$ cat config.mk
export PLATFORM = sky130hd
export DESIGN_NAME = iterative_divider
export DESIGN_NICKNAME = d
export VERILOG_FILES = /design/src/rtl/iterative_divider.sv
export SDC_FILE = /design/constraint.sdc
export NUM_CORES = 1
export LEC_CHECK = 0
export BUFFER_PORTS_ARGS = -buffer_cell sky130_fd_sc_hd__buf_2
export CORE_UTILIZATION = 40
export CTS_BUF_LIST = sky130_fd_sc_hd__clkbuf_16
export DETAILED_ROUTE_END_ITERATION = 12
export HOLD_SLACK_MARGIN = 0.1
export SYNTH_ARGS = -nofsm -noshare
export SYNTH_HDL_FRONTEND = slang
export SYNTH_SLANG_ARGS = --single-unit
$ cat constraint.sdc
create_clock -name clk -period 4.07 [get_ports clk]
set_input_delay 0.814 -clock clk [delete_from_list [all_inputs] [get_ports clk]]
set_output_delay 0.814 -clock clk [all_outputs]
set_load 0.05 [all_outputs]
$ cat src/rtl/iterative_divider.sv
// -----------------------------------------------------------------------------
// iterative_divider
//
// Iterative restoring divider with val/rdy stream handshakes on both sides.
// It is the inverse partner of the iterative multiplier and drops into the
// same datapath harness. It computes one quotient bit per clock.
//
// Ports
//   clk          clock, all state updates on the rising edge
//   rst          asynchronous reset, active low (0 = reset)
//   istream_val  input message valid
//   istream_rdy  divider can accept an input message (IDLE only)
//   istream_msg  [2*WIDTH-1:WIDTH] dividend, [WIDTH-1:0] divisor
//   ostream_val  result valid (DONE only)
//   ostream_rdy  downstream accepts the result
//   ostream_msg  [2*WIDTH-1:WIDTH] quotient, [WIDTH-1:0] remainder
//
// Parameters
//   WIDTH        operand / quotient / remainder width
//   CNT_W        iteration counter width, 2**CNT_W >= WIDTH
//
// Optional feature
//   SIGNED_DIV_EN  when defined, the operands are two's complement. Magnitudes
//                  are divided, and an extra SIGN state fixes up the signs
//                  (quotient truncates toward zero, and the remainder takes
//                  the dividend's sign). Latency grows to WIDTH+1 edges.
//                  When undefined, the divider is purely unsigned.
// -----------------------------------------------------------------------------
module iterative_divider #(
  parameter int WIDTH = 32,
  parameter int CNT_W = 5
) (
  input  logic                 clk,
  input  logic                 rst,
  input  logic                 istream_val,
  output logic                 istream_rdy,
  input  logic [2*WIDTH-1:0]   istream_msg,
  output logic                 ostream_val,
  input  logic                 ostream_rdy,
  output logic [2*WIDTH-1:0]   ostream_msg
);

  typedef enum logic [1:0] {
    IDLE = 2'd0,
    CALC = 2'd1,
    DONE = 2'd2
`ifdef SIGNED_DIV_EN
    ,
    SIGN = 2'd3
`endif
  } state_t;

  localparam logic [CNT_W-1:0] LAST_CNT = CNT_W'(WIDTH - 1);
  localparam logic [CNT_W-1:0] CNT_ONE  = CNT_W'(1);
  localparam logic [CNT_W-1:0] CNT_ZERO = CNT_W'(0);

  // State and datapath registers
  state_t             r_state;
  logic [WIDTH-1:0]   r_q;      // dividend shifts out, quotient shifts in
  logic [WIDTH:0]     r_r;      // partial remainder, one guard bit
  logic [WIDTH-1:0]   r_d;      // divisor (magnitude in the signed build)
  logic [CNT_W-1:0]   r_cnt;

  // Next-state values from the combinational process
  state_t             w_state_nxt;
  logic [WIDTH-1:0]   w_q_nxt;
  logic [WIDTH:0]     w_r_nxt;
  logic [WIDTH-1:0]   w_d_nxt;
  logic [CNT_W-1:0]   w_cnt_nxt;

  // Operand fields of the incoming message
  logic [WIDTH-1:0]   w_dividend;
  logic [WIDTH-1:0]   w_divisor;

  // One restoring step: shift {R,Q} left by one and trial-subtract D.
  // The extra top bit of w_diff is the borrow, so it is set when T < 0.
  logic [WIDTH+1:0]   w_shift;
  logic [WIDTH+1:0]   w_diff;
  logic               w_borrow;

`ifdef SIGNED_DIV_EN
  logic               r_neg_q;  // quotient must be negated in SIGN
  logic               r_neg_r;  // remainder must be negated in SIGN
  logic               w_neg_q_nxt;
  logic               w_neg_r_nxt;

  // Two's complement negation of a WIDTH-bit value
  function automatic logic [WIDTH-1:0] neg_val(input logic [WIDTH-1:0] x);
    return ~x + {{(WIDTH-1){1'b0}}, 1'b1};
  endfunction

  // Magnitude of a two's complement value (MIN maps to its unsigned magnitude)
  function automatic logic [WIDTH-1:0] abs_val(input logic [WIDTH-1:0] x);
    logic [WIDTH-1:0] res;
    if (x[WIDTH-1]) begin
      res = neg_val(x);
    end else begin
      res = x;
    end
    return res;
  endfunction
`endif

  assign w_dividend = istream_msg[2*WIDTH-1:WIDTH];
  assign w_divisor  = istream_msg[WIDTH-1:0];

  assign w_shift  = {r_r, r_q[WIDTH-1]};
  assign w_diff   = w_shift - {2'b00, r_d};
  assign w_borrow = w_diff[WIDTH+1];

  // Gating with rst keeps rdy low while reset is held. The state alone is
  // already IDLE during reset.
  assign istream_rdy = (r_state == IDLE) & rst;
  assign ostream_val = (r_state == DONE);
  assign ostream_msg = {r_q, r_r[WIDTH-1:0]};

  // Next-state and datapath-update logic
  always_comb begin
    w_state_nxt = r_state;
    w_q_nxt     = r_q;
    w_r_nxt     = r_r;
    w_d_nxt     = r_d;
    w_cnt_nxt   = r_cnt;
`ifdef SIGNED_DIV_EN
    w_neg_q_nxt = r_neg_q;
    w_neg_r_nxt = r_neg_r;
`endif
    case (r_state)
      IDLE: begin
        if (istream_val) begin
`ifdef SIGNED_DIV_EN
          w_q_nxt     = abs_val(w_dividend);
          w_d_nxt     = abs_val(w_divisor);
          // A zero divisor keeps the all-ones quotient un-negated.
          w_neg_q_nxt = (w_dividend[WIDTH-1] ^ w_divisor[WIDTH-1]) &
                        (w_divisor != {WIDTH{1'b0}});
          w_neg_r_nxt = w_dividend[WIDTH-1];
`else
          w_q_nxt     = w_dividend;
          w_d_nxt     = w_divisor;
`endif
          w_r_nxt     = {(WIDTH+1){1'b0}};
          w_cnt_nxt   = CNT_ZERO;
          w_state_nxt = CALC;
        end else begin
          w_state_nxt = IDLE;
        end
      end
      CALC: begin
        w_q_nxt   = {r_q[WIDTH-2:0], ~w_borrow};
        if (w_borrow) begin
          w_r_nxt = w_shift[WIDTH:0];
        end else begin
          w_r_nxt = w_diff[WIDTH:0];
        end
        w_cnt_nxt = r_cnt + CNT_ONE;
        if (r_cnt == LAST_CNT) begin
`ifdef SIGNED_DIV_EN
          w_state_nxt = SIGN;
`else
          w_state_nxt = DONE;
`endif
        end else begin
          w_state_nxt = CALC;
        end
      end
`ifdef SIGNED_DIV_EN
      SIGN: begin
        if (r_neg_q) begin
          w_q_nxt = neg_val(r_q);
        end else begin
          w_q_nxt = r_q;
        end
        if (r_neg_r) begin
          w_r_nxt = {1'b0, neg_val(r_r[WIDTH-1:0])};
        end else begin
          w_r_nxt = r_r;
        end
        w_state_nxt = DONE;
      end
`endif
      DONE: begin
        if (ostream_rdy) begin
          w_state_nxt = IDLE;
        end else begin
          w_state_nxt = DONE;
        end
      end
      default: begin
        w_state_nxt = IDLE;
      end
    endcase
  end

  // State, counter and datapath registers; async active-low reset
  always_ff @(posedge clk or negedge rst) begin
    if (!rst) begin
      r_state <= IDLE;
      r_q     <= {WIDTH{1'b0}};
      r_r     <= {(WIDTH+1){1'b0}};
      r_d     <= {WIDTH{1'b0}};
      r_cnt   <= CNT_ZERO;
`ifdef SIGNED_DIV_EN
      r_neg_q <= 1'b0;
      r_neg_r <= 1'b0;
`endif
    end else begin
      r_state <= w_state_nxt;
      r_q     <= w_q_nxt;
      r_r     <= w_r_nxt;
      r_d     <= w_d_nxt;
      r_cnt   <= w_cnt_nxt;
`ifdef SIGNED_DIV_EN
      r_neg_q <= w_neg_q_nxt;
      r_neg_r <= w_neg_r_nxt;
`endif
    end
  end

endmodule

==> impl_results.md, run 1 <==
* Run status: completed
* CTS H-tree lvls at 3
* WS Path Type: flip-flop to flip-flop
* RSZ-0062 raised after global routing: no
* WL final at between 15000 and 20000 um
* Ant. Diodes at 0
* Cts hold-fix bufs at 0
* Slew @ Worst Pin at 0.992 ns
* Metal2 WL at 7490 um
* RR Startpoint: r_r[7]
* Synth area leaders: dfrtp_1 (39%), nand2_1 (8.7%), ha_1 (6.3%)
* Die height at 132 um
* Clock-pin slew on the worst setup and hold paths at 0.08 ns
* Clock latency reported for the late side of the worst-skew pair at between 0.3 and 0.4 ns
* Top cell type's share of synthesized area at around two fifths
* Wl on met1 at 8410 um
* Crit path from: r_r[7]
* Average routed wire per standard cell at 15.6 um
* Worst setup path endpoint: r_r[31]
* CTS tree: yes
* Worst min path class: input port to async pin
* #FFs+latches synth at 104
* Number of flops mapped to enable cells by yosys at 0
* Detailed Routing Iterations Pass 1 at 5
* Top layer in use: met4
* PortBufs at 133
* Clock skew at 0.0114 ns
* Cell row count at 47
* Met3 routed WL at 1020 um
* Post-CTS sizing at 0
* DR vias at 5930
* GRT overflow at 0
* Cell area after synthesis at 6750 um^2
* Initial antenna violation count at 0
* Fillers at 1666
* Fraction of layout cells with a size suffix above 1 at 20.8%
* Final critical-path required period at 3.39 ns
* Crit share post-route at between 80% and 90%
* Cells after synthesis at 797
* Largest net degree at the start of global routing at 67
* Core ar. at roughly 17000 um^2
* Die Wd at 132 um
* Clock Path Buffers at 2
* Reg-to-reg setup timing slack at 0.68 ns
* Avg Synthesized Cell Area at 8.46 um^2
* Reg2reg path depth at 9
* DR iter-0 viols at between 300 and 400
* WP data arrival at 3.63 ns
* Top_reg_cell synth: dfrtp_1
* Largest area contributor in the netlist: dfrtp_1
* Pins Over Slew Limit at 0
* First-pass GRT wire length at between 20000 and 30000 um
* Worst path required time at 4.32 ns
* Delay of the slowest critical-path stage at 0.63 ns
* Layout Cell Area excl Fill at 7620 um^2
* CP Capture Type: flip-flop
* CTS sink cnt at 104
* Reg2reg end: r_r[31]
* Max Freq at approximately 0.30 GHz
* Maxcap violations at 0
* CP max FO at 29
* DRC at 0
* Post-route ant nets at 0
* Setup TNS at 0 ns
* Dpl hpwl at ~12000 um
* Number of CTS-inserted buffers at 9
* Fin nets at around 1000
* Seq/Total Area, Yosys at approximately two fifths
* Die area at 17400 um^2
* Total GRT Usage at 20.2%
* Ys async rst share at 100%
* Via density at 5.40
* RD Place Congestion at 0.861
* Final Hold Fails at 0
* Netlist cell types at 60
* Final core occ at a little under half
* Root buffer cell: clkbuf_16
* Synth-to-Final Area Change at 13.0%
* Number of global-route vias before repair at 5660
* Commonest cells after routing, fill and taps aside: nand2_1 (157), buf_2 (132), dfrtp_1 (104)
* Synth warnings at 0
* Critical Path, Cell by Cell: ha_1, a21oi_2, o21ai_1, a311oi_2, nand3_2, and3_1, or3_1, and2_4, a221o_1
* Mapped Nets at 900
* Slowest stage cell, crit path: or3_1
* # IOs at 134
* Setup violations, final at 0
* Startpoint Class: flip-flop
* Placed inst area at 7340 um^2
* Slew HR at 33.8%
* Starting Density at 40.8%
* Post CTS Setup Buffer Count at 0
* Most common cell after layout, fill and taps aside: nand2_1
## Yosys cell counts (3+ instances only)
cell type	number
a211o_1	3
a211oi_1	6
a21boi_0	3
a21o_1	11
a21oi_1	25
a21oi_2	3
a221o_1	3
a22oi_1	31
and2_1	8
and3_1	11
buf_1	4
buf_2	4
buf_4	32
buf_6	3
clkbuf_1	35
dfrtp_1	104
ha_1	34
inv_1	45
nand2_1	157
nand2b_1	3
nand3_1	43
nand4_1	25
nor2_1	30
nor2b_1	7
nor3_1	7
o2111ai_1	3
o211ai_1	23
o211ai_2	10
o21a_1	6
o21ai_0	53
o31a_1	4
o41ai_1	3
or3_1	3
xnor2_1	15
xor2_1	8
## metrics by stage
| stage | setup slack [ns] | std cells | hold WS, ns |
|---|---|---|---|
| global route | 0.482 | 1098 | 0.469 |
| detailed placement | 0.700 | 1082 | 0.472 |
| floorplan | 1.14 | 797 | 0.449 |
| CTS | 0.678 | 1098 | 0.436 |
| finish | 0.685 | 1098 | 0.424 |
| global placement | 0.772 | 1082 | 0.476 |
## critical path: cells and delay by family (launching register included)
family	cells	cell delay [ns]
and+or+nand+nor	4	1.43
AOI/OAI and AO/OA	4	1.03
DFF	1	0.41
adders and majority gates	1	0.38
## registers in the layout, indices dropped and copies added, names as in the netlist
name / count
r_q: 32
r_d: 32
r_r: 33
r_state: 2
r_cnt: 5
## cells by family after synthesis
logic type,share of synthesized area [%]
compound gates,22.8
buf+inv,9.03
xor+xnor,2.99
simple gates,20.0
flops,38.6
fa+ha+maj,6.60
## metal layers
layer / up-vias / global-route usage [%]
met4: 0 / 6.33
met3: 23 / 4.88
met1: 2807 / 28.2
met2: 161 / 31.0
met5: - / 0
li1: 2939 / -
## worst min-delay path by stage
stage | from | to | slack (ns) | cells past startpoint
final | rst | r_d[10] | 0.42 | 1
after global routing | rst | r_d[10] | 0.47 | 1
after CTS | rst | r_d[10] | 0.44 | 1
after detailed placement | r_d[0] | r_d[0] | 0.47 | 2
after global placement | r_d[0] | r_d[0] | 0.48 | 2
after floorplan | r_cnt[3] | r_cnt[3] | 0.45 | 1
## layout make-up
class                   count  area [um^2]  share of cell area [%]
multi-input cells         570         3550                    46.5
well taps                 220          275                    3.61
clock inverters             7         60.1                   0.788
inverters                  45          169                    2.22
flip-flops and latches    104         2600                    34.1
clock buffers               9          225                    2.96
repair buffers            143          743                    9.75
Power of run 1 is not shown: default switching activity piles up to over one toggle a cycle in this logic, so the estimate is an artifact.
==> inputs of run 2 (changes only) <==
Clock period 4.07 ns to 2.9 ns, I/O delays scaled along.
==> impl_results.md, run 2 (synthesis results as in run 1) <==
* Run status: completed
* Core ar. at roughly 17000 um^2
* Total GRT Usage at a little over a fifth
* Initial antenna violation count at 0
* Final WS setup at 0.122 ns
* WL final at 17700 um
* Setup TNS at 0 ns
* Cell row count at 47
* Crit share post-route at 95.8%
* GRT overflow at 0
* Final critical-path required period at 2.78 ns
* Worst path required time at 3.15 ns
* Starting Density at 40.8%
* Worst min path class: input port to async pin
* Number of CTS-inserted buffers at 9
* Clock latency reported for the late side of the worst-skew pair at 0.36 ns
* Root buffer cell: clkbuf_16
* CTS H-tree lvls at 3
* DR vias at 6065
* WP data arrival at slightly above 3 ns
* Final Hold Fails at 0
* Post-route ant nets at 0
* Die Wd at 132 um
* First-pass GRT wire length at between 20000 and 30000 um
* RD Place Congestion at 0.885
* DR iter-0 viols at 384
* Clock-pin slew on the worst setup and hold paths at 0.07 ns
* # IOs at 134
* Ant. Diodes at 0
* Average routed wire per standard cell at between 15 and 20 um
* Top Registers: r_r x33, r_d x32, r_q x32
* Number of global-route vias before repair at 5785
* Clock skew at 0.00826 ns
* PortBufs at ~130
* Place WS at 0.0142 ns
* Via density at 5.34
* Slew HR at 58.6%
* Slew @ Worst Pin at 0.619 ns
* Post-Layout Cell Count at 1136
* CTS sink cnt at 104
* Commonest cells after routing, fill and taps aside: nand2_1 (157), buf_2 (132), dfrtp_1 (103)
* Die area at 17400 um^2
* Die height at 132 um
* CP max FO at 5
* Largest net degree at the start of global routing at between 100 and 150
* Fillers at 1599
* Fraction of layout cells with a size suffix above 1 at roughly a quarter
* Max Freq at 0.360 GHz
* WS Path Type: flip-flop to flip-flop
* Detailed Routing Iterations Pass 1 at 4
* CP Capture Type: flip-flop
* Min Hold Slack at a little over 0.3 ns
* CTS tree: yes
* Clock Path Buffers at 2
* Most common cell after layout, fill and taps aside: nand2_1
* Pins Over Slew Limit at 0
* Maxcap violations at 0
* DRC at 0
* Fin nets at around 1000
* Synth-to-Final Area Change at 19.9%
* Largest register FFs at 33
* Setup violations, final at 0
* Startpoint Class: flip-flop
* Biggest register: r_r
* Dpl hpwl at 12700 um
* Cells after DPL at 1116
[run 2: worst paths after layout]
check / from / endpoint / slack [ns] / cells past startpoint
min: rst / r_d[9] / 0.30 / 2
min reg2reg: r_d[0] / r_d[0] / 0.48 / 2
max: r_r[9] / r_r[31] / 0.12 / 9
max in group asynchronous: rst / r_q[31] / 2.15 / 2
min in group clk: istream_msg[0] / r_d[0] / 0.41 / 3
max reg2reg: r_r[9] / r_r[31] / 0.12 / 9
[run 2: per-layer routing]
metal	vias to the layer above	track usage [%]	wire length, um
met1	2882	29.2	8590
met3	19	4.23	896
li1	3014	-	-
met2	150	32.2	7930
met5	-	0	0
met4	0	6.40	264
[run 2: through the flow]
stage          instance area (um^2)  util (%)
3_5_place_dp                   7680      46.5
3_3_place_gp                   7680      46.5
6_report                       8090      48.9
2_1_floorplan                  6770         -
5_1_grt                        8090      48.9
4_1_cts                        7970      48.3
[run 2: timing repair]
action | CTS | global route
gates resized for setup | 1 | 16
hold buffers | 0 | 0
pin swaps | 0 | 8
endpoints found under the setup margin | 1 | 33
setup buffers | 0 | 4
[run 2: area by class of cell]
class / instances / area (um^2) / share of cell area (%)
tap: 220 / 275 / 3.40
clock inverter: 7 / 63.8 / 0.789
sequential: 104 / 2600 / 32.2
multi-input combinational: 570 / 3660 / 45.3
timing repair buffer: 181 / 1090 / 13.5
inverter: 45 / 169 / 2.09
clock buffer: 9 / 225 / 2.78
[run 2: worst max-delay path, stage by stage, from the launching register on]
cell and delay (ns):
dfrtp_1 0.42, ha_1 0.37, and2_1 0.23, a311oi_4 0.31, buf_4 0.18, a21oi_2 0.06, o211ai_1 0.40, a21boi_0 0.16
o31a_1 0.25, a221o_1 0.28
Power of run 2 is left out for the same reason.
==> inputs of run 3 (changes only) <==
Settings changed: ABC_AREA from default to 1.
==> impl_results.md, run 3 <==
* Cell area after synthesis at 7660 um^2
* Simple-Gate Fraction of Synth Area at 33.1%
* PortBufs at 133
* Clock Path Buffers at 2
* Max Freq at 0.392 GHz
* Final critical-path required period at 2.55 ns
* CTS H-tree lvls at 3
* Post-route ant nets at 0
* Post CTS Setup Buffer Count at 0
* Placed inst area at 8330 um^2
* Cells after synthesis at ~1100
* Number of global-route vias before repair at 6853
* RSZ-0062 raised after global routing: no
* Die Wd at 140 um
* Crit share post-route at 88.0%
* Via density at ~4.9
* Slowest stage cell, crit path: dfrtp_1
* Place WS at 0.366 ns
* CP Depth at 14
* Maxcap violations at 0
* Most frequent cells after synthesis: nand2_1 (328), inv_1 (211), dfrtp_1 (104)
* Largest family of logic cells by synthesized area: simple AND/OR/NAND/NOR gates
* Crit-path leading delay family: simple AND/OR/NAND/NOR gates
* Worst path required time at 3.21 ns
* Fraction of layout cells with a size suffix above 1 at 15.7%
* Setup TNS at 0 ns
* Average routed wire per standard cell at between 15 and 20 um
* Worst min path class: input port to async pin
* Die height at around 140 um
* Number of flops mapped to enable cells by yosys at 0
* Layout Cell Area excl Fill at 8650 um^2
* Number of CTS-inserted buffers at 9
* Final core occ at ~46%
* XOR/XNOR Fraction of Synth Area at 1.83%
* Reg2reg path depth at 14
* WL final at 21800 um
* Largest net degree at the start of global routing at 68
* Synth Area in Compound Gates at 9.37%
* CP bufs+invs at 1
* Initial antenna violation count at 0
* Cell row count at 50
* Run status: completed
* WS Path Type: flip-flop to flip-flop
* Total GRT Usage at 23.1%
* Dpl hpwl at 16700 um
* #FFs+latches synth at 104
* Delay of the slowest critical-path stage at 0.44 ns
* Clock skew at 0.0121 ns
* Post-synthesis mux area share at 0.147%
* Commonest cells after routing, fill and taps aside: nand2_1 (328), inv_1 (211), buf_2 (132)
* Seq/Total Area, Yosys at 34.0%
* DR iter-0 viols at 490
* Ys async rst share at 100%
* Adder-cell share of the synthesized area at under 10%
* Reg-to-reg setup timing slack at 0.35 ns
* Core ar. at ~19000 um^2
* Avg Synthesized Cell Area at 6.82 um^2
* Clock latency reported for the late side of the worst-skew pair at 0.37 ns
* Detailed Routing Iterations Pass 1 at 5
* DRC at 0
* CTS sink cnt at 104
* Biggest register: r_r
* Synth warnings at 0
* Netlist cell types at 40
* Slew HR at 44.3%
* Root buffer cell: clkbuf_16
* WP data arrival at around 2.9 ns
* # IOs at 134
* Top_reg_cell synth: dfrtp_1
* Die area at between 15000 and 20000 um^2
* Largest area contributor in the netlist: dfrtp_1
* Post-CTS sizing at 0
* First-pass GRT wire length at 35400 um
* Mapped Nets at around 1200
* RD Place Congestion at 0.951
* Starting Density at 40.8%
* GRT overflow at 0
* Synth-to-Final Area Change at 12.9%
* Fin nets at between 1000 and 1500
* Cts hold-fix bufs at 0
* Most common cell after layout, fill and taps aside: nand2_1
* Pins Over Slew Limit at 0
* Clock-pin slew on the worst setup and hold paths at 0.08 ns
* Startpoint Class: flip-flop
* CP max FO at 16
* Slew @ Worst Pin at 0.834 ns
* CP Capture Type: flip-flop
* DR vias at slightly above 7000
* CTS tree: yes
* Final Hold Fails at 0
* Top cell type's share of synthesized area at roughly a third
* Largest register FFs at 33
* Top Registers: r_r x33, r_d x32, r_q x32
* Synth area leaders: dfrtp_1 (34%), nand2_1 (16%), inv_1 (10%)
* Most frequent cell after synthesis: nand2_1
* Ant. Diodes at 0
* Setup violations, final at 0
* Final WS setup at roughly 0.35 ns
* Critical Path, Cell by Cell: ha_1, nand2_2, inv_1, a21oi_2, nand3_2, nand2_2, nand2_2, nand2_4, nand2_4, nand2_4, nand3_1, nand2_1, nand2_1, nand2_1
[run 3: cell count changes after synthesis, sizes merged, moves of 11 or more]
cell,change
and3,-11
a21oi,+30
nor2,+63
inv,+168
nand2,+181
nand4,+16
nand3,+48
a21o,-11
a22oi,-31
o21ai,-44
o211ai,-33
o221ai,+29
[run 3: through the flow]
step | hold WS [ns] | instances
floorplan | 0.284 | 1123
global placement | 0.492 | 1434
detailed placement | 0.499 | 1434
CTS | 0.373 | 1450
global route | 0.391 | 1450
finish | 0.351 | 1450
[run 3: worst paths after layout]
check	start	to
hold / removal	rst	r_r[24]
setup reg to reg	r_r[6]	r_r[27]
setup / recovery	r_r[6]	r_r[27]
max in group asynchronous	rst	r_r[4]
min in group clk	ostream_rdy	r_state[1]
hold reg to reg	r_d[26]	r_d[26]
[run 3: layout make-up]
cell class	instances	area, um^2
fill	1981	10100
multi-input combinational	738	3860
sequential	104	2600
inverter	213	800
timing repair buffer	145	771
tap	234	293
clock buffer	9	225
clock inverter	7	98.8
[run 3: cells by family (layout without fill, tap and decap cells)]
kind of cell,after synthesis,in the layout
XOR/XNOR,16,16
AND/OR/NAND/NOR,575,575
flip-flops,104,104
multiplexers,1,1
adder cells (fa/ha/maj),35,35
buffers and inverters,281,374
AO/OA/AOI/OAI,111,111
[run 3: layer usage]
metal | global-route usage [%] | wire (um) | vias to the layer above
met1 | 31.9 | 10800 | 3290
met5 | 0 | 0 | -
met4 | 6.88 | 371 | 0
met3 | 3.79 | 894 | 23
li1 | - | - | 3698
met2 | 36.9 | 9740 | 163
[run 3: worst register-to-register path: stages, from the launching register on]
cell     delay [ns]
dfrtp_1        0.44
ha_1           0.37
nand2_2        0.13
inv_1          0.06
a21oi_2        0.17
nand3_2        0.17
nand2_2        0.11
nand2_2        0.09
nand2_4        0.12
nand2_4        0.09
nand2_4        0.20
nand3_1        0.29
nand2_1        0.15
nand2_1        0.06
nand2_1        0.05
Power of run 3 is left out for the same reason.
